===== config.mk =====
export PLATFORM = sky130hd
export DESIGN_NAME = dvi_tx_video_timing_flat
export DESIGN_NICKNAME = d
export VERILOG_FILES = /design/src/rtl/dvi_tx_pkg.sv /design/src/rtl/dvi_tx_video_timing_if.sv /design/src/rtl/dvi_tx_bar_gen.sv /design/src/rtl/dvi_tx_video_timing.sv /design/src/flat_wrapper.sv
export SDC_FILE = /design/constraint.sdc
export NUM_CORES = 1
export LEC_CHECK = 0
export CORE_MARGIN = 4
export CORE_UTILIZATION = 46
export DETAILED_ROUTE_END_ITERATION = 16
export PLACE_DENSITY = 0.75
export SLEW_MARGIN = 20
export SYNTH_ARGS = -nofsm -noshare
export SYNTH_HDL_FRONTEND = slang
export SYNTH_HIERARCHICAL = 1
export SYNTH_SLANG_ARGS = --single-unit
export TNS_END_PERCENT = 100

===== constraint.sdc =====
create_clock -name clock -period 1.9 [get_ports clock]
set_clock_uncertainty 0.15 [all_clocks]
set_input_delay 0.475 -clock clock [delete_from_list [all_inputs] [get_ports clock]]
set_output_delay 0.475 -clock clock [all_outputs]
set_load 0.02 [all_outputs]

===== src/rtl/dvi_tx_pkg.sv =====
// dvi_tx_pkg: constants shared across the DVI transmitter video path
// Contents: counter width/type, colour-bar palette and lookup, TMDS control-token bit indices.
package dvi_tx_pkg;
   localparam int CNT_W = 12;
   typedef logic [CNT_W-1:0] cnt_t;
   typedef logic [23:0] rgb_t;
   typedef enum logic [2:0] {
      BAR_WHITE, BAR_YELLOW, BAR_CYAN, BAR_GREEN, BAR_MAGENTA, BAR_RED, BAR_BLUE, BAR_BLACK
   } bar_e;
   localparam rgb_t RGB_WHITE   = 24'hFFFFFF;
   localparam rgb_t RGB_YELLOW  = 24'hFFFF00;
   localparam rgb_t RGB_CYAN    = 24'h00FFFF;
   localparam rgb_t RGB_GREEN   = 24'h00FF00;
   localparam rgb_t RGB_MAGENTA = 24'hFF00FF;
   localparam rgb_t RGB_RED     = 24'hFF0000;
   localparam rgb_t RGB_BLUE    = 24'h0000FF;
   localparam rgb_t RGB_BLACK   = 24'h000000;
   // Element 0 is the leftmost bar.
   localparam logic [7:0][23:0] BAR_LUT = {RGB_BLACK, RGB_BLUE, RGB_RED, RGB_MAGENTA,
                                           RGB_GREEN, RGB_CYAN, RGB_YELLOW, RGB_WHITE};
   // Bit positions of the control pair carried by the blue encoder.
   localparam int CTRL_HSYNC = 0;
   localparam int CTRL_VSYNC = 1;
   function automatic rgb_t bar_colour(input bar_e idx);
      return BAR_LUT[idx];
   endfunction
endpackage


===== src/rtl/dvi_tx_video_timing_if.sv =====
// dvi_tx_video_timing_if: pixel-source handshake and encoder-side video bundle
// master: timing generator (drives pix_req and video outputs, receives pix_data/pattern_en)
// slave : pixel source / encoder side.
// pattern_en exists only with DVI_TX_TEST_PATTERN_EN.
interface dvi_tx_video_timing_if;
   import dvi_tx_pkg::*;
   logic       pix_req;
   logic [23:0] pix_data;
   logic       den;
   logic [1:0] ctrl_b;
   logic [7:0] data_r;
   logic [7:0] data_g;
   logic [7:0] data_b;
   cnt_t       h_pos;
   cnt_t       v_pos;
   logic       frame_start;
`ifdef DVI_TX_TEST_PATTERN_EN
   logic       pattern_en;
   modport master (input pix_data, pattern_en,
                   output pix_req, den, ctrl_b, data_r, data_g, data_b, h_pos, v_pos, frame_start);
   modport slave (output pix_data, pattern_en,
                  input pix_req, den, ctrl_b, data_r, data_g, data_b, h_pos, v_pos, frame_start);
`else
   modport master (input pix_data,
                   output pix_req, den, ctrl_b, data_r, data_g, data_b, h_pos, v_pos, frame_start);
   modport slave (output pix_data,
                  input pix_req, den, ctrl_b, data_r, data_g, data_b, h_pos, v_pos, frame_start);
`endif
endinterface


===== src/rtl/dvi_tx_bar_gen.sv =====
// dvi_tx_bar_gen: eight-bar colour generator, output aligned one cycle after the counter
// Ports: clock, reset_n (async active low), i_enable (low clears), i_h_cnt (horizontal
//   counter), o_rgb (colour of the pixel whose counter value was seen on the previous edge).
// Bar index advances from a bar-width counter, so no divider is needed.
module dvi_tx_bar_gen
   import dvi_tx_pkg::*;
#(
   parameter int H_ACTIVE = 640
) (
   input  logic clock,
   input  logic reset_n,
   input  logic i_enable,
   input  cnt_t i_h_cnt,
   output rgb_t o_rgb
);
   localparam cnt_t BAR_LAST = cnt_t'(H_ACTIVE / 8 - 1);
   cnt_t r_cnt;
   bar_e r_idx;
   always_ff @(posedge clock or negedge reset_n)
      if (!reset_n) begin
         r_cnt <= '0;
         r_idx <= BAR_WHITE;
      end else if (!i_enable || i_h_cnt == '0) begin
         r_cnt <= '0;
         r_idx <= BAR_WHITE;
      end else if (r_cnt == BAR_LAST) begin
         r_cnt <= '0;
         r_idx <= bar_e'(r_idx + 3'd1);
      end else
         r_cnt <= r_cnt + cnt_t'(1);
   assign o_rgb = bar_colour(r_idx);
endmodule


===== src/rtl/dvi_tx_video_timing.sv =====
// dvi_tx_video_timing: video timing generator and pixel front end for the TMDS encoders
// Ports: clock (pixel clock), reset_n (async active low), enable (low holds idle),
//   vif (master): pix_req/pix_data request-ahead source; den, ctrl_b={vsync,hsync},
//   data_r/g/b, h_pos, v_pos, frame_start registered two cycles behind the counters.
// Macro DVI_TX_TEST_PATTERN_EN adds pattern_en and a colour-bar source chosen per frame.
module dvi_tx_video_timing
   import dvi_tx_pkg::*;
#(
   parameter int H_ACTIVE = 640,
   parameter int H_FP     = 16,
   parameter int H_SYNC   = 96,
   parameter int H_BP     = 48,
   parameter int V_ACTIVE = 480,
   parameter int V_FP     = 10,
   parameter int V_SYNC   = 2,
   parameter int V_BP     = 33,
   parameter bit HS_POL   = 1'b0,
   parameter bit VS_POL   = 1'b0
) (
   input logic clock,
   input logic reset_n,
   input logic enable,
   dvi_tx_video_timing_if.master vif
);
   localparam cnt_t H_ACT  = cnt_t'(H_ACTIVE);
   localparam cnt_t HS_BEG = cnt_t'(H_ACTIVE + H_FP);
   localparam cnt_t HS_END = cnt_t'(H_ACTIVE + H_FP + H_SYNC);
   localparam cnt_t H_LAST = cnt_t'(H_ACTIVE + H_FP + H_SYNC + H_BP - 1);
   localparam cnt_t V_ACT  = cnt_t'(V_ACTIVE);
   localparam cnt_t VS_BEG = cnt_t'(V_ACTIVE + V_FP);
   localparam cnt_t VS_END = cnt_t'(V_ACTIVE + V_FP + V_SYNC);
   localparam cnt_t V_LAST = cnt_t'(V_ACTIVE + V_FP + V_SYNC + V_BP - 1);
   if (H_ACTIVE % 8 != 0) begin : g_bad_h_active
      $error("H_ACTIVE must be a multiple of 8");
   end
   if (H_ACTIVE + H_FP + H_SYNC + H_BP > 4095 || V_ACTIVE + V_FP + V_SYNC + V_BP > 4095)
   begin : g_bad_totals
      $error("timing totals exceed the 12-bit counter range");
   end
   cnt_t r_h_cnt, r_v_cnt, r_h1, r_v1, r_h2, r_v2;
   logic r_den1, r_hs1, r_vs1, r_fs1, r_den2, r_hs2, r_vs2, r_fs2;
   rgb_t r_rgb2, w_src;
   logic w_h_last, w_v_last, w_active, w_hs_on, w_vs_on, w_fs, w_pix_req;
   logic [1:0] w_ctrl;
   assign w_h_last = r_h_cnt == H_LAST;
   assign w_v_last = r_v_cnt == V_LAST;
   assign w_active = r_h_cnt < H_ACT && r_v_cnt < V_ACT;
   assign w_hs_on  = r_h_cnt >= HS_BEG && r_h_cnt < HS_END;
   assign w_vs_on  = r_v_cnt >= VS_BEG && r_v_cnt < VS_END;
   assign w_fs     = r_h_cnt == '0 && r_v_cnt == '0;
   // S0: free-running counters, cleared whenever enable is low so a restart begins at (0,0).
   always_ff @(posedge clock or negedge reset_n)
      if (!reset_n) begin
         r_h_cnt <= '0;
         r_v_cnt <= '0;
      end else if (!enable) begin
         r_h_cnt <= '0;
         r_v_cnt <= '0;
      end else begin
         r_h_cnt <= w_h_last ? '0 : r_h_cnt + cnt_t'(1);
         if (w_h_last) r_v_cnt <= w_v_last ? '0 : r_v_cnt + cnt_t'(1);
      end
`ifdef DVI_TX_TEST_PATTERN_EN
   logic r_pat_sel, r_pat1, w_pat_sel;
   rgb_t w_bar;
   // The source choice for pixel (0,0) must already follow pattern_en, so bypass the register there.
   assign w_pat_sel = w_fs ? vif.pattern_en : r_pat_sel;
   always_ff @(posedge clock or negedge reset_n)
      if (!reset_n) begin
         r_pat_sel <= 1'b0;
         r_pat1    <= 1'b0;
      end else begin
         if (enable && w_fs) r_pat_sel <= vif.pattern_en;
         r_pat1 <= enable & w_pat_sel;
      end
   dvi_tx_bar_gen #(.H_ACTIVE(H_ACTIVE)) u_bar_gen (
      .clock   (clock),
      .reset_n (reset_n),
      .i_enable(enable),
      .i_h_cnt (r_h_cnt),
      .o_rgb   (w_bar)
   );
   assign w_src     = r_pat1 ? w_bar : vif.pix_data;
   assign w_pix_req = reset_n & enable & w_active & ~w_pat_sel;
`else
   assign w_src     = vif.pix_data;
   assign w_pix_req = reset_n & enable & w_active;
`endif
   // S1: registered decode; upstream presents pix_data during this stage.
   always_ff @(posedge clock or negedge reset_n)
      if (!reset_n) begin
         r_den1 <= 1'b0;
         r_hs1  <= ~HS_POL;
         r_vs1  <= ~VS_POL;
         r_fs1  <= 1'b0;
         r_h1   <= '0;
         r_v1   <= '0;
      end else begin
         r_den1 <= enable & w_active;
         r_hs1  <= (enable & w_hs_on) ? HS_POL : ~HS_POL;
         r_vs1  <= (enable & w_vs_on) ? VS_POL : ~VS_POL;
         r_fs1  <= enable & w_fs;
         r_h1   <= enable ? r_h_cnt : '0;
         r_v1   <= enable ? r_v_cnt : '0;
      end
   // S2: output registers; pixel data is captured here and blanked outside the active region.
   always_ff @(posedge clock or negedge reset_n)
      if (!reset_n) begin
         r_den2 <= 1'b0;
         r_hs2  <= ~HS_POL;
         r_vs2  <= ~VS_POL;
         r_fs2  <= 1'b0;
         r_h2   <= '0;
         r_v2   <= '0;
         r_rgb2 <= '0;
      end else begin
         r_den2 <= enable & r_den1;
         r_hs2  <= enable ? r_hs1 : ~HS_POL;
         r_vs2  <= enable ? r_vs1 : ~VS_POL;
         r_fs2  <= enable & r_fs1;
         r_h2   <= enable ? r_h1 : '0;
         r_v2   <= enable ? r_v1 : '0;
         r_rgb2 <= (enable & r_den1) ? w_src : '0;
      end
   always_comb begin
      w_ctrl = '0;
      w_ctrl[CTRL_HSYNC] = r_hs2;
      w_ctrl[CTRL_VSYNC] = r_vs2;
   end
   assign vif.pix_req     = w_pix_req;
   assign vif.den         = r_den2;
   assign vif.ctrl_b      = w_ctrl;
   assign vif.data_r      = r_rgb2[23:16];
   assign vif.data_g      = r_rgb2[15:8];
   assign vif.data_b      = r_rgb2[7:0];
   assign vif.h_pos       = r_h2;
   assign vif.v_pos       = r_v2;
   assign vif.frame_start = r_fs2;
endmodule


===== src/flat_wrapper.sv =====
// flat-port wrapper written by rule: the top's interface ports become plain ports
module dvi_tx_video_timing_flat import dvi_tx_pkg::*;
#(
   parameter int H_ACTIVE = 640,
   parameter int H_FP     = 16,
   parameter int H_SYNC   = 96,
   parameter int H_BP     = 48,
   parameter int V_ACTIVE = 480,
   parameter int V_FP     = 10,
   parameter int V_SYNC   = 2,
   parameter int V_BP     = 33,
   parameter bit HS_POL   = 1'b0,
   parameter bit VS_POL   = 1'b0
)
  (clock, reset_n, enable, vif_pix_data, vif_pix_req, vif_den, vif_ctrl_b, vif_data_r, vif_data_g, vif_data_b, vif_h_pos, vif_v_pos, vif_frame_start);
  dvi_tx_video_timing_if vif_i ();
  input logic clock;
  input logic reset_n;
  input logic enable;
  input wire logic [$bits(vif_i.pix_data)-1:0] vif_pix_data;
  output wire logic [$bits(vif_i.pix_req)-1:0] vif_pix_req;
  output wire logic [$bits(vif_i.den)-1:0] vif_den;
  output wire logic [$bits(vif_i.ctrl_b)-1:0] vif_ctrl_b;
  output wire logic [$bits(vif_i.data_r)-1:0] vif_data_r;
  output wire logic [$bits(vif_i.data_g)-1:0] vif_data_g;
  output wire logic [$bits(vif_i.data_b)-1:0] vif_data_b;
  output wire logic [$bits(vif_i.h_pos)-1:0] vif_h_pos;
  output wire logic [$bits(vif_i.v_pos)-1:0] vif_v_pos;
  output wire logic [$bits(vif_i.frame_start)-1:0] vif_frame_start;
  assign vif_i.pix_data = vif_pix_data;
  assign vif_pix_req = vif_i.pix_req;
  assign vif_den = vif_i.den;
  assign vif_ctrl_b = vif_i.ctrl_b;
  assign vif_data_r = vif_i.data_r;
  assign vif_data_g = vif_i.data_g;
  assign vif_data_b = vif_i.data_b;
  assign vif_h_pos = vif_i.h_pos;
  assign vif_v_pos = vif_i.v_pos;
  assign vif_frame_start = vif_i.frame_start;
  dvi_tx_video_timing #(.H_ACTIVE(H_ACTIVE), .H_FP(H_FP), .H_SYNC(H_SYNC), .H_BP(H_BP), .V_ACTIVE(V_ACTIVE), .V_FP(V_FP), .V_SYNC(V_SYNC), .V_BP(V_BP), .HS_POL(HS_POL), .VS_POL(VS_POL)) u_core (.clock(clock), .reset_n(reset_n), .enable(enable), .vif(vif_i));
endmodule

== After elaboration in Yosys (flattened, before gate mapping) ==
Index checks and enable logic that the tools add are counted.

* Bitwise operators: 8
* Reduce and logical (&&, ||, !) cells: 6
* Mux-type cells: 14
* Add/subtract/negate cells: 2
* Equality and inequality tests: 3
* Magnitude comparators: 6

{| class="wikitable"
|+ Operators by type and width
! kind !! number
|-
| $mux W12 || 9
|-
| $add A12 B1 Y12 const B || 2
|-
| $eq A12 B10 Y1 const B || 2
|-
| $logic_not A12 Y1 || 2
|-
| $lt A12 B10 Y1 const B || 2
|-
| $lt A12 B9 Y1 const B || 2
|-
| $mux W24 || 1
|-
| $ge A12 B10 Y1 const B || 1
|-
| $ge A12 B9 Y1 const B || 1
|-
| $and A1 B1 Y1 || 8
|-
| $logic_and A1 B1 Y1 || 4
|-
| $mux W1 || 4
|-
| $ne A2 B1 Y1 const B || 1
|}

* Bits in registers: 104
* Bits of input ports: 27
* Word-level logic and storage cells: 54

== Logic depth before layout (Yosys ltp) ==
Gate-level depths: netlist of the first run.

* Word-level depth: 4
* Depth in mapped cells: 7
* Depth with buffers taken out: 6

== Least setup slack after synthesis of the first run ==
Ideal clock, no wire load.

* Path kind: register -> register
* Start point: register u_core.r_h_cnt[10]
* End point: register u_core.r_v_cnt[1]
* Cell stages (with the launch flop): 6
* Path buffers: 1
* Setup time: 0.121 ns
* Slack: -0.070 ns
* Period minus slack after synthesis: 1.970 ns
* Data arrival time: 1.698 ns
* Cells stage by stage: dfrtp_1 > or4_4 > or3_4 > nand2_2 > buf_6 > o21ai_1

* Longest elaborated chain between the ends: 2

{| class="wikitable"
|+ RTL lines
! what !! RTL line !! text
|-
| start: declaration || dvi_tx_video_timing.sv:40 || <nowiki>cnt_t r_h_cnt, r_v_cnt, r_h1, r_v1, r_h2, r_v2;</nowiki>
|-
| start signal: assignment || dvi_tx_video_timing.sv:60 || <nowiki>r_h_cnt <= w_h_last ? '0 : r_h_cnt + cnt_t'(1);</nowiki>
|-
| $eq A12 B10 Y1 || dvi_tx_video_timing.sv:45 || <nowiki>assign w_h_last = r_h_cnt == H_LAST;</nowiki>
|-
| $ne A2 B1 Y1 (no line) || -- ||
|-
| end signal: assignment || dvi_tx_video_timing.sv:61 || <nowiki>if (w_h_last) r_v_cnt <= w_v_last ? '0 : r_v_cnt + cnt_t'(1);</nowiki>
|-
| end: declaration || dvi_tx_video_timing.sv:40 ||
|}

Every way passes these cells.
A chain may end at the register's enable or synchronous reset.

== Final worst setup path of the first run ==
* Start point: register u_core.r_v_cnt[11]
* End point: output vif_pix_req

* Longest elaborated chain between the ends: 3

{| class="wikitable"
|+ RTL lines
! what !! RTL line !! text
|-
| $lt A12 B9 Y1 || dvi_tx_video_timing.sv:47 || <nowiki>assign w_active = r_h_cnt < H_ACT && r_v_cnt < V_ACT;</nowiki>
|-
| $logic_and A1 B1 Y1 || dvi_tx_video_timing.sv:47 ||
|-
| $and A1 B1 Y1 || dvi_tx_video_timing.sv:87 || <nowiki>assign w_pix_req = reset_n & enable & w_active;</nowiki>
|-
| end: declaration || flat_wrapper.sv:21 || <nowiki>output wire logic [$bits(vif_i.pix_req)-1:0] vif_pix_req;</nowiki>
|}

Every way passes these cells.

==> summary.txt, run 1 <==
num ports - 80
routed len/inst - 16.3 um
Setup violations, final - 22
failing checks - negative setup slack
sequential-to-total area share from yosys stat - 0.646
worst-path maximum fanout - 2
synth warn - 6
status - complete, but fails checks
die span in x - 102 um
WP data required - 1270 ps
fraction of layout instances using a drive strength above 1 - 0.207
post-synth top area cell - dfrtp_1
Critical Path Source Type - flop
Post-synth ARST share - 1.00
initial DRC count - 177
clk root buf - clkbuf_8
core area - 0.00838 mm^2
share of the synthesized area in the top cell type - 0.620
post-synth cell types - 43
# hold bufs at CTS - 0
Initial Util - 0.481
vias in the first global route - 2,859
RSZ-0062 raised after global routing - true
total power - 3970 uW
initial antenna violation count - 0
CTS clock-pin slew for the worst setup and hold paths - 100 ps
placed cell areas - 0.00504 mm^2
Mapped Area - 0.00404 mm^2
Setup WS post-layout - -301 ps
maximum VDD drop - 501 uV
clock buffer depth - 2
gr ovfl total - 0
row count - 33
Final min period - 2200 ps
Worst Path Arrival - 1580 ps
Buffers on Ports - 79
Total GRT Usage - 0.179
Num CTS Buffers - 9
Die Y - 102 um
Sink Count - 104
Worst-Skew Late Latency - 360 ps
Tcrit/Tclk final - 1.16
LEAKAGE - 0.00280 uW
Max Cap Violations - 0
Layout area overhead - 34.1%
fin. max-slew vios - 0
Setup crit end kind - output pin
Synth Area per Inst - 12.3 um^2
top cells by area, synth - dfrtp_1, and2_1, and3_1
vias - 2,827
Tightest Hold Check Type - in2async
first-pass GRT wire length - 14,300 um
Finished Cell Area - 0.00541 mm^2
Hold Vio Cnt, Final - 0
largest net degree at the start of global routing - 83
Main synth FF type - dfrtp_1
EDFF count, synth - 0
DIE AREA - 0.0103 mm^2
worst slew pin tran - 709 ps
syn_nets - 358
Fmax - 0.454 GHz
Rel. slew slack - 0.527
DR pass1 iterations - 4
DPL Wire Length - 5760 um
Post-Layout Cell Count - 545
Via density - 5.19
placed insts - 520
cells after synthesis - 327
ant diodes - 0
final net count - 466
RR Startpoint - u_core/r_h_cnt[11]
crit path from - u_core/r_v_cnt[11]
final core occ - 0.646
CTS tree - yes
total routed wirelength - 8890 um
GP Congestion - 0.849
CP Class - reg2out
DRT antenna net count - 0
H-tree depth - 3
DRC errors left - 0
synthesized flop and latch total - 104
fillcell total - 629
Pwr Density - 734 mW/mm^2
-- critical path, cell delays in order, from the launching register on --
cell	delay (ps)
dfrtp_1	410
nor4b_4	310
and4_1	250
and2_4	140
buf_6	110
-- per-layer routing --
metal | vias up | routed length, um | track usage
li1 | 1329 | - | -
met1 | 1389 | 3680 | 0.227
met2 | 98 | 4440 | 0.300
met3 | 11 | 630 | 0.0461
met4 | 0 | 145 | 0.0634
met5 | - | 0 | 0
-- logic make-up after synthesis --
| kind of cell | share of synthesized area |
|---|---|
| xor gates and xnor gates | 0.0217 |
| muxes | 0.00248 |
| AOI/OAI and AO/OA | 0.0403 |
| buffers and inverters | 0.0428 |
| and+or+nand+nor | 0.234 |
| adders and majority gates | 0.0124 |
| DFF | 0.646 |
-- registers in the layout (all words and copies together) (netlist names) --
| signal | count |
|---|---|
| u_core/r_den1 | 1 |
| u_core/r_fs1 | 1 |
| u_core/r_h1 | 12 |
| u_core/r_h_cnt | 12 |
| u_core/r_hs1 | 1 |
| u_core/r_hs2 | 1 |
| u_core/r_rgb2 | 24 |
| u_core/r_v1 | 12 |
| u_core/r_v_cnt | 12 |
| u_core/r_vs1 | 1 |
| u_core/r_vs2 | 1 |
| u_core/vif.den | 1 |
| u_core/vif.frame_start | 1 |
| u_core/vif.h_pos | 12 |
| u_core/vif.v_pos | 12 |
-- repair_timing --
item | in CTS | in global routing
endpoints found under the setup margin | 74 | 24
cloned | 2 | 0
pin swaps | 23 | 3
resized for setup | 82 | 15
setup buffers | 12 | 2
endpoints found under the hold margin | 0 | 0
-- placed cells by master (no fill, tap or decap), types with 4 or more instances in the layout --
master and count:
a31oi_1 13, and2_1 45, and3_1 25, and4_1 4, buf_4 33, buf_6 7
clkbuf_8 10, clkdlybuf4s50_1 24, dfrtp_1 100, dfstp_2 4, dlygate4sd2_1 52, ha_1 4
inv_1 6, nand2_1 8, nand3_1 10, nand3b_1 4, nand4_1 7, nor2_1 12
nor2_2 4, nor2_4 6, o211ai_1 4, xnor2_1 4, xor2_1 6
-- synth_stat cells, types with 5 or more instances --
master    number
inv_1          6
and3_1        25
a31oi_1       14
nand4_1        7
xor2_1         6
and2_1        46
buf_4          5
nand2_1        9
nor2_1        22
clkbuf_1      11
nand3_1       10
dfrtp_1      100
-- path summary, 6_finish.rpt --
kind,endpoint,slack [ps],cells after the start
max,vif_pix_req,-300,4
min reg2reg,u_core/vif.v_pos[9],310,1
min in group clock,u_core/vif.v_pos[9],310,1
min,u_core/vif.h_pos[1],10,2
max reg2reg,u_core/r_v_cnt[7],-230,5
max in group asynchronous,u_core/r_rgb2[7],690,3
-- per-stage QoR --
stage | hold slack (ps) | TNS, ps | setup slack [ps]
floorplan | 29.4 | 0 | 27.8
global placement | 286 | -2770 | -518
detailed placement | 289 | -3500 | -550
CTS | 17.5 | -3180 | -283
global route | 26.0 | -4740 | -416
finish | 10.0 | -3540 | -301
-- layout make-up --
cell class / instances / area [um^2] / area share
flip-flops and latches: 104 / 2610 / 0.482
clock buffers: 10 / 138 / 0.0254
repair buffers: 117 / 1030 / 0.190
clock inverters: 6 / 72.6 / 0.0134
inverters: 6 / 22.5 / 0.00416
multi-input cells: 197 / 1410 / 0.261
well taps: 105 / 131 / 0.0243
-- where the power goes --
group	switching [uW]	total (uW)	internal, uW
Clock	761	1420	662
Sequential	17.6	2260	2250
Combinational	161	286	125
Total	939	3970	3030
Power figures use the tool's default switching activity.
==> run 2, diff against run 1 <==
--- a/config.mk
+++ b/config.mk
@@ -9,6 +9,7 @@
 export CORE_UTILIZATION = 46
 export DETAILED_ROUTE_END_ITERATION = 16
 export PLACE_DENSITY = 0.75
+export SKIP_LAST_GASP = 1
 export SLEW_MARGIN = 20
 export SYNTH_ARGS = -nofsm -noshare
 export SYNTH_HDL_FRONTEND = slang
==> run 2 against run 1 <==
Via count increased by 0.57%. Fmax increased by 0.89%. Worst setup slack improved by 19 ps. First-iteration DRC count decreased by 2.3%. Non-clock buffer count increased by 2. Clock power about the same. Highest routed layer unchanged. Critical path depth unchanged. The run still ends with negative setup slack left. Power about the same. Sequential share of layout area decreased by 0.089 points. Clock-buffer cell count unchanged. Utilization increased by 0.12 points. Routed wire length increased by 0.30%.
==> summary.txt, run 2 (synthesized netlist as in run 1, its figures left out) <==
combinational share of power - 0.072 (about the same)
ant diodes - 0 (unchanged)
core area - 0.00838 mm^2 (unchanged)
vias in the first global route - 2,851 (was 2,859)
CTS clock-pin slew for the worst setup and hold paths - 100 ps (about the same)
Setup WS post-layout - -282 ps (was -301 ps)
Die Y - 102 um (unchanged)
Num CTS Buffers - 9 (unchanged)
switching part of the total - 0.236 (about the same)
Rel. slew slack - 0.528 (was 0.527)
GP Congestion - 0.849 (unchanged)
maximum VDD drop - 501 uV (about the same)
WP data required - 1270 ps (about the same)
DIE AREA - 0.0103 mm^2 (unchanged)
worst-path maximum fanout - 2 (unchanged)
Total GRT Usage - 0.179 (about the same)
most frequent cells in the layout - dfrtp_1, dlygate4sd2_1, and2_1 (unchanged)
H-tree depth - 3 (unchanged)
initial antenna violation count - 0 (unchanged)
Layout area overhead - 34.4% (was 34.1%)
Buffers on Ports - 79 (unchanged)
Max Cap Violations - 0 (unchanged)
Critical Path Source Type - flop (unchanged)
Initial Util - 0.481 (unchanged)
die span in x - 102 um (unchanged)
sequential share of power - 0.570 (about the same)
Clock power frac - 0.358 (about the same)
first-pass GRT wire length - 14,300 um (about the same)
Setup violations, final - 22 (unchanged)
clock buffer depth - 2 (unchanged)
num ports - 80 (unchanged)
RSZ-0062 raised after global routing - true (unchanged)
failing checks - negative setup slack (unchanged)
Setup crit end kind - output pin (unchanged)
clk root buf - clkbuf_8 (unchanged)
vias - 2,843 (was 2,827)
CTS tree - yes (unchanged)
LEAKAGE - 0.00281 uW (was 0.00280 uW)
total power - 3970 uW (about the same)
NetSw - 938 uW (was 939 uW)
gr ovfl total - 0 (unchanged)
# hold bufs at CTS - 0 (unchanged)
status - complete, but fails checks (unchanged)
DR pass1 iterations - 4 (unchanged)
total routed wirelength - 8920 um (was 8890 um)
Worst Path Arrival - 1560 ps (was 1580 ps)
Final min period - 2180 ps (was 2200 ps)
final net count - 468 (was 466)
largest net degree at the start of global routing - 83 (unchanged)
Via density - 5.20 (was 5.19)
DRC errors left - 0 (unchanged)
commonest non-fill, non-tap cell in the layout - dfrtp_1 (unchanged)
initial DRC count - 173 (was 177)
DRT antenna net count - 0 (unchanged)
routed len/inst - 16.3 um (about the same)
max reg flops - 24 (unchanged)
worst slew pin tran - 708 ps (was 709 ps)
setup_tns - -3580 ps (was -3540 ps)
row count - 33 (unchanged)
Sink Count - 104 (unchanged)
fin. max-slew vios - 0 (unchanged)
Worst-Skew Late Latency - 360 ps (about the same)
CP Class - reg2out (unchanged)
Tcrit/Tclk final - 1.15 (was 1.16)
Fmax - 0.458 GHz (was 0.454 GHz)
Pwr Density - 732 mW/mm^2 (was 734 mW/mm^2)
internal power - 3030 uW (about the same)
largest reg by FF count - u_core/r_rgb2 (unchanged)
Hold Vio Cnt, Final - 0 (unchanged)
fraction of layout instances using a drive strength above 1 - 0.210 (was 0.207)
DPL Wire Length - 5760 um (unchanged)
Tightest Hold Check Type - in2async (unchanged)
dpl ws - -550 ps (unchanged)
## run 2: cell count changes in the layout (fill, tap and decap cells not counted)
cell / previous run / this run
buf_4: 33 / 38
nor3_2: 1 / 0
nor3_4: 0 / 1
buf_6: 7 / 4
## run 2: layout make-up
class,instances,area [um^2]
Fill cell,625,2960
Clock buffer,10,138
Inverter,6,22.5
Sequential cell,104,2610
Clock inverter,6,72.6
Multi-Input combinational cell,197,1420
Timing Repair Buffer,119,1030
Tap cell,105,131
## run 2: worst max-delay path, cell delays in order, from the launching register on
cell	delay [ps]
dfrtp_1	430
nor4b_4	300
and4_1	230
and2_4	140
buf_6	110
## run 2: worst paths after layout
check	startpoint	to	slack, ps	depth (start not counted)
hold / removal	reset_n	u_core/vif.h_pos[1]	10	2
max in group asynchronous	reset_n	u_core/r_rgb2[7]	680	3
hold reg to reg	u_core/r_v1[2]	u_core/vif.v_pos[2]	310	1
min in group clock	u_core/r_v1[2]	u_core/vif.v_pos[2]	310	1
setup / recovery	u_core/r_v_cnt[10]	vif_pix_req	-280	4
setup reg to reg	u_core/r_h_cnt[11]	u_core/r_v_cnt[4]	-240	5
## run 2: stage by stage
| stage | util | hold WS (ps) | area [um^2] | cells |
|---|---|---|---|---|
| 2_1_floorplan | - | 29.4 | 4050 | 327 |
| 3_3_place_gp | 0.602 | 286 | 5040 | 520 |
| 3_5_place_dp | 0.602 | 289 | 5040 | 520 |
| 4_1_cts | 0.640 | 17.5 | 5360 | 549 |
| 5_1_grt | 0.647 | 26.0 | 5420 | 547 |
| 6_report | 0.647 | 10.5 | 5420 | 547 |
## run 2: per-layer routing
metal | GRT usage | vias up | wire, um
met1 | 0.224 | 1403 | 3660
met4 | 0.0634 | 0 | 158
met2 | 0.301 | 91 | 4500
met5 | 0 | - | 0
met3 | 0.0468 | 14 | 598
li1 | - | 1335 | -
## run 2: power by group through the flow
| stage | Clock, uW | Sequential (uW) | Combinational (uW) |
|---|---|---|---|
| 2_1_floorplan | 0 | 2340 | 73.3 |
| 3_3_place_gp | 0 | 2310 | 270 |
| 3_5_place_dp | 0 | 2310 | 275 |
| 4_1_cts | 1450 | 2260 | 289 |
| 5_1_grt | 1550 | 2270 | 316 |
| 6_report | 1420 | 2260 | 286 |
## run 2: repair_timing
action / CTS / global route
pin swaps: 22 / 4
gates resized for setup: 73 / 16
buffers inserted: 12 / 3
endpoints found under the setup margin: 74 / 24
cloned: 2 / 0
==> run 3, diff against run 2 <==
--- a/config.mk
+++ b/config.mk
@@ -5,10 +5,12 @@
 export SDC_FILE = /design/constraint.sdc
 export NUM_CORES = 1
 export LEC_CHECK = 0
+export ABC_AREA = 1
 export CORE_MARGIN = 4
-export CORE_UTILIZATION = 46
+export CORE_UTILIZATION = 47
 export DETAILED_ROUTE_END_ITERATION = 16
-export PLACE_DENSITY = 0.75
+export GPL_ROUTABILITY_DRIVEN = 0
+export PLACE_DENSITY = 0.76
 export SKIP_LAST_GASP = 1
 export SLEW_MARGIN = 20
 export SYNTH_ARGS = -nofsm -noshare
==> run 3 against run 2 <==
The run still ends with negative setup slack left. Sequential cell count unchanged. Register-to-register slack better by 460 ps. Area after synthesis up 5.1%. Sequential share of layout area down 0.60 points. Clock power down 8%. Final cell count up 28%. Critical path type unchanged.
==> summary.txt, run 3 <==
status - complete, but fails checks (unchanged)
failing checks - negative setup slack (unchanged)
row count - 34 (was 33)
Top Layer Used - met4 (unchanged)
Num CTS Buffers - 9 (unchanged)
Setup crit end kind - output pin (unchanged)
Layout area overhead - 29.5% (was 34.4%)
Post-synth top cells - nand2_1, inv_1, dfrtp_1, nor2_1, nand3_1 (was dfrtp_1, and2_1, and3_1, nor2_1, a31oi_1)
Critical Path Source Type - flop (unchanged)
most frequent cell after synthesis - nand2_1 (was dfrtp_1)
Worst Path Arrival - 1540 ps (was 1560 ps)
Worst-Skew Late Latency - 360 ps (about the same)
most frequent cells in the layout - nand2_1, inv_1, dfrtp_1 (was dfrtp_1, dlygate4sd2_1, and2_1)
largest net degree at the start of global routing - 66 (was 83)
synth warn - 6 (unchanged)
DRT antenna net count - 0 (unchanged)
RSZ-0062 raised after global routing - true (unchanged)
total routed wirelength - 8900 um (was 8920 um)
R2R depth - 7 (was 5)
Synth Area per Inst - 8.89 um^2 (was 12.3 um^2)
routed len/inst - 12.7 um (was 16.3 um)
WHS - 65.9 ps (was 10.5 ps)
clock buffer depth - 2 (unchanged)
vias in the first global route - 3,088 (was 2,851)
wire length on met2 - 4270 um (was 4500 um)
core area - 0.00876 mm^2 (was 0.00838 mm^2)
cells after synthesis - 477 (was 327)
post-synth top area cell - dfrtp_1 (unchanged)
clk root buf - clkbuf_8 (unchanged)
Fmax - 0.463 GHz (was 0.458 GHz)
Tightest Hold Check Type - in2async (unchanged)
CP Class - reg2out (unchanged)
max reg flops - 24 (unchanged)
Rel. slew slack - 0.575 (was 0.528)
ant diodes - 0 (unchanged)
final net count - 619 (was 468)
DPL Wire Length - 6220 um (was 5760 um)
Max Cap Violations - 0 (unchanged)
fillcell total - 716 (was 625)
worst-path maximum fanout - 3 (was 2)
Buffers on Ports - 79 (unchanged)
DR pass1 iterations - 5 (was 4)
WL met3 - 947 um (was 598 um)
DRC errors left - 0 (unchanged)
Metal-1 WL - 3520 um (was 3660 um)
Main synth FF type - dfrtp_1 (unchanged)
syn_nets - 508 (was 358)
synthesized flop and latch total - 104 (unchanged)
Post-synth ARST share - 1.00 (unchanged)
fraction of layout instances using a drive strength above 1 - 0.142 (was 0.210)
Pwr Density - 700 mW/mm^2 (was 732 mW/mm^2)
Initial Util - 0.484 (was 0.481)
Tcrit/Tclk final - 1.14 (was 1.15)
num ports - 80 (unchanged)
top cells by area, synth - dfrtp_1, nand2_1, inv_1 (was dfrtp_1, and2_1, and3_1)
die span in x - 103 um (was 102 um)
CTS tree - yes (unchanged)
placed cell areas - 0.00530 mm^2 (was 0.00504 mm^2)
Via density - 4.73 (was 5.20)
initial antenna violation count - 0 (unchanged)
Total GRT Usage - 0.173 (was 0.179)
Finished Cell Area - 0.00549 mm^2 (was 0.00542 mm^2)
EDFF count, synth - 0 (unchanged)
WP data required - 1270 ps (about the same)
LEAKAGE - 0.00339 uW (was 0.00281 uW)
post-synth cell types - 26 (was 43)
sequential-to-total area share from yosys stat - 0.615 (was 0.646)
Setup WS post-layout - -261 ps (was -282 ps)
worst slew pin tran - 638 ps (was 708 ps)
Mapped Area - 0.00424 mm^2 (was 0.00404 mm^2)
commonest non-fill, non-tap cell in the layout - nand2_1 (was dfrtp_1)
first-pass GRT wire length - 14,200 um (was 14,300 um)
DIE AREA - 0.0106 mm^2 (was 0.0103 mm^2)
CTS clock-pin slew for the worst setup and hold paths - 110 ps (was 100 ps)
maximum VDD drop - 348 uV (was 501 uV)
largest reg by FF count - u_core/r_rgb2 (unchanged)
H-tree depth - 3 (unchanged)
Sink Count - 104 (unchanged)
Final min period - 2160 ps (was 2180 ps)
fin. max-slew vios - 0 (unchanged)
Die Y - 103 um (was 102 um)
gr ovfl total - 0 (unchanged)
vias - 3,316 (was 2,843)
Hold Vio Cnt, Final - 0 (unchanged)
initial DRC count - 347 (was 173)
Setup violations, final - 1 (was 22)
# hold bufs at CTS - 0 (unchanged)
share of the synthesized area in the top cell type - 0.590 (was 0.620)
run 3: cell types whose count changed after synthesis, sizes merged, moves of 13 or more:
cell and delta:
and3 -28, a31oi -13, and2 -47, inv +104, nor2 +45, nand2 +116
run 3: worst paths after layout:
check                                         from                   end  slack, ps
min in group clock                 u_core/r_h1[10]  u_core/vif.h_pos[10]        280
max in group asynchronous                  reset_n          u_core/r_vs2        650
worst max-delay path            u_core/r_h_cnt[10]           vif_pix_req       -260
worst min-delay path                       reset_n     u_core/r_rgb2[17]         70
worst max register to register   u_core/r_v_cnt[1]    u_core/r_v_cnt[10]        220
worst min register to register     u_core/r_h1[10]  u_core/vif.h_pos[10]        280
run 3: layer usage:
layer / vias up / global-route usage
li1: 1606 / -
met5: - / 0
met3: 14 / 0.0555
met4: 0 / 0.0657
met2: 152 / 0.276
met1: 1544 / 0.220
run 3: final cells by class:
cell class	instances	area, um^2	area share
Clock buffer	10	128	0.0232
Clock inverter	6	62.6	0.0114
Multi-Input combinational cell	249	1160	0.212
Tap cell	108	135	0.0246
Sequential cell	104	2610	0.475
Inverter	110	413	0.0752
Timing Repair Buffer	114	983	0.179
run 3: what timing repair did:
| action | 4_1_cts | 5_1_grt |
|---|---|---|
| resized for setup | 64 | 5 |
| setup endpoints to repair | 53 | 3 |
| buffers inserted | 5 | 2 |
| pin swaps | 3 | 4 |
run 3: power by group:
part / internal [uW] / total, uW / switching (uW)
Combinational: 106 / 271 / 166
Clock: 512 / 1310 / 799
Sequential: 2250 / 2260 / 12.8
Total: 2860 / 3840 / 978
run 3: metrics by stage:
step | setup TNS (ps) | setup slack [ps] | utilization | instances | power (uW)
2_1_floorplan | 0 | 113 | - | 477 | 2410
3_3_place_gp | -2110 | -331 | 0.604 | 678 | 2590
3_5_place_dp | -2940 | -384 | 0.604 | 678 | 2600
4_1_cts | -284 | -284 | 0.624 | 699 | 3890
5_1_grt | -373 | -373 | 0.627 | 701 | 4010
6_report | -261 | -261 | 0.627 | 701 | 3840
run 3: critical path: stages, from the launching register on:
cell     delay [ps]
dfrtp_1         410
inv_2            70
nand2_2          60
inv_2           100
nand3_2          90
nor2_2           90
nand3_2         110
nor2_2          120
buf_6           130
run 3: cell families after synthesis:
kind of cell    share of synthesized area
fa+ha+maj                          0.0118
compound gates                    0.00796
xor+xnor                           0.0145
flops                               0.615
simple gates                        0.236
buf+inv                             0.115
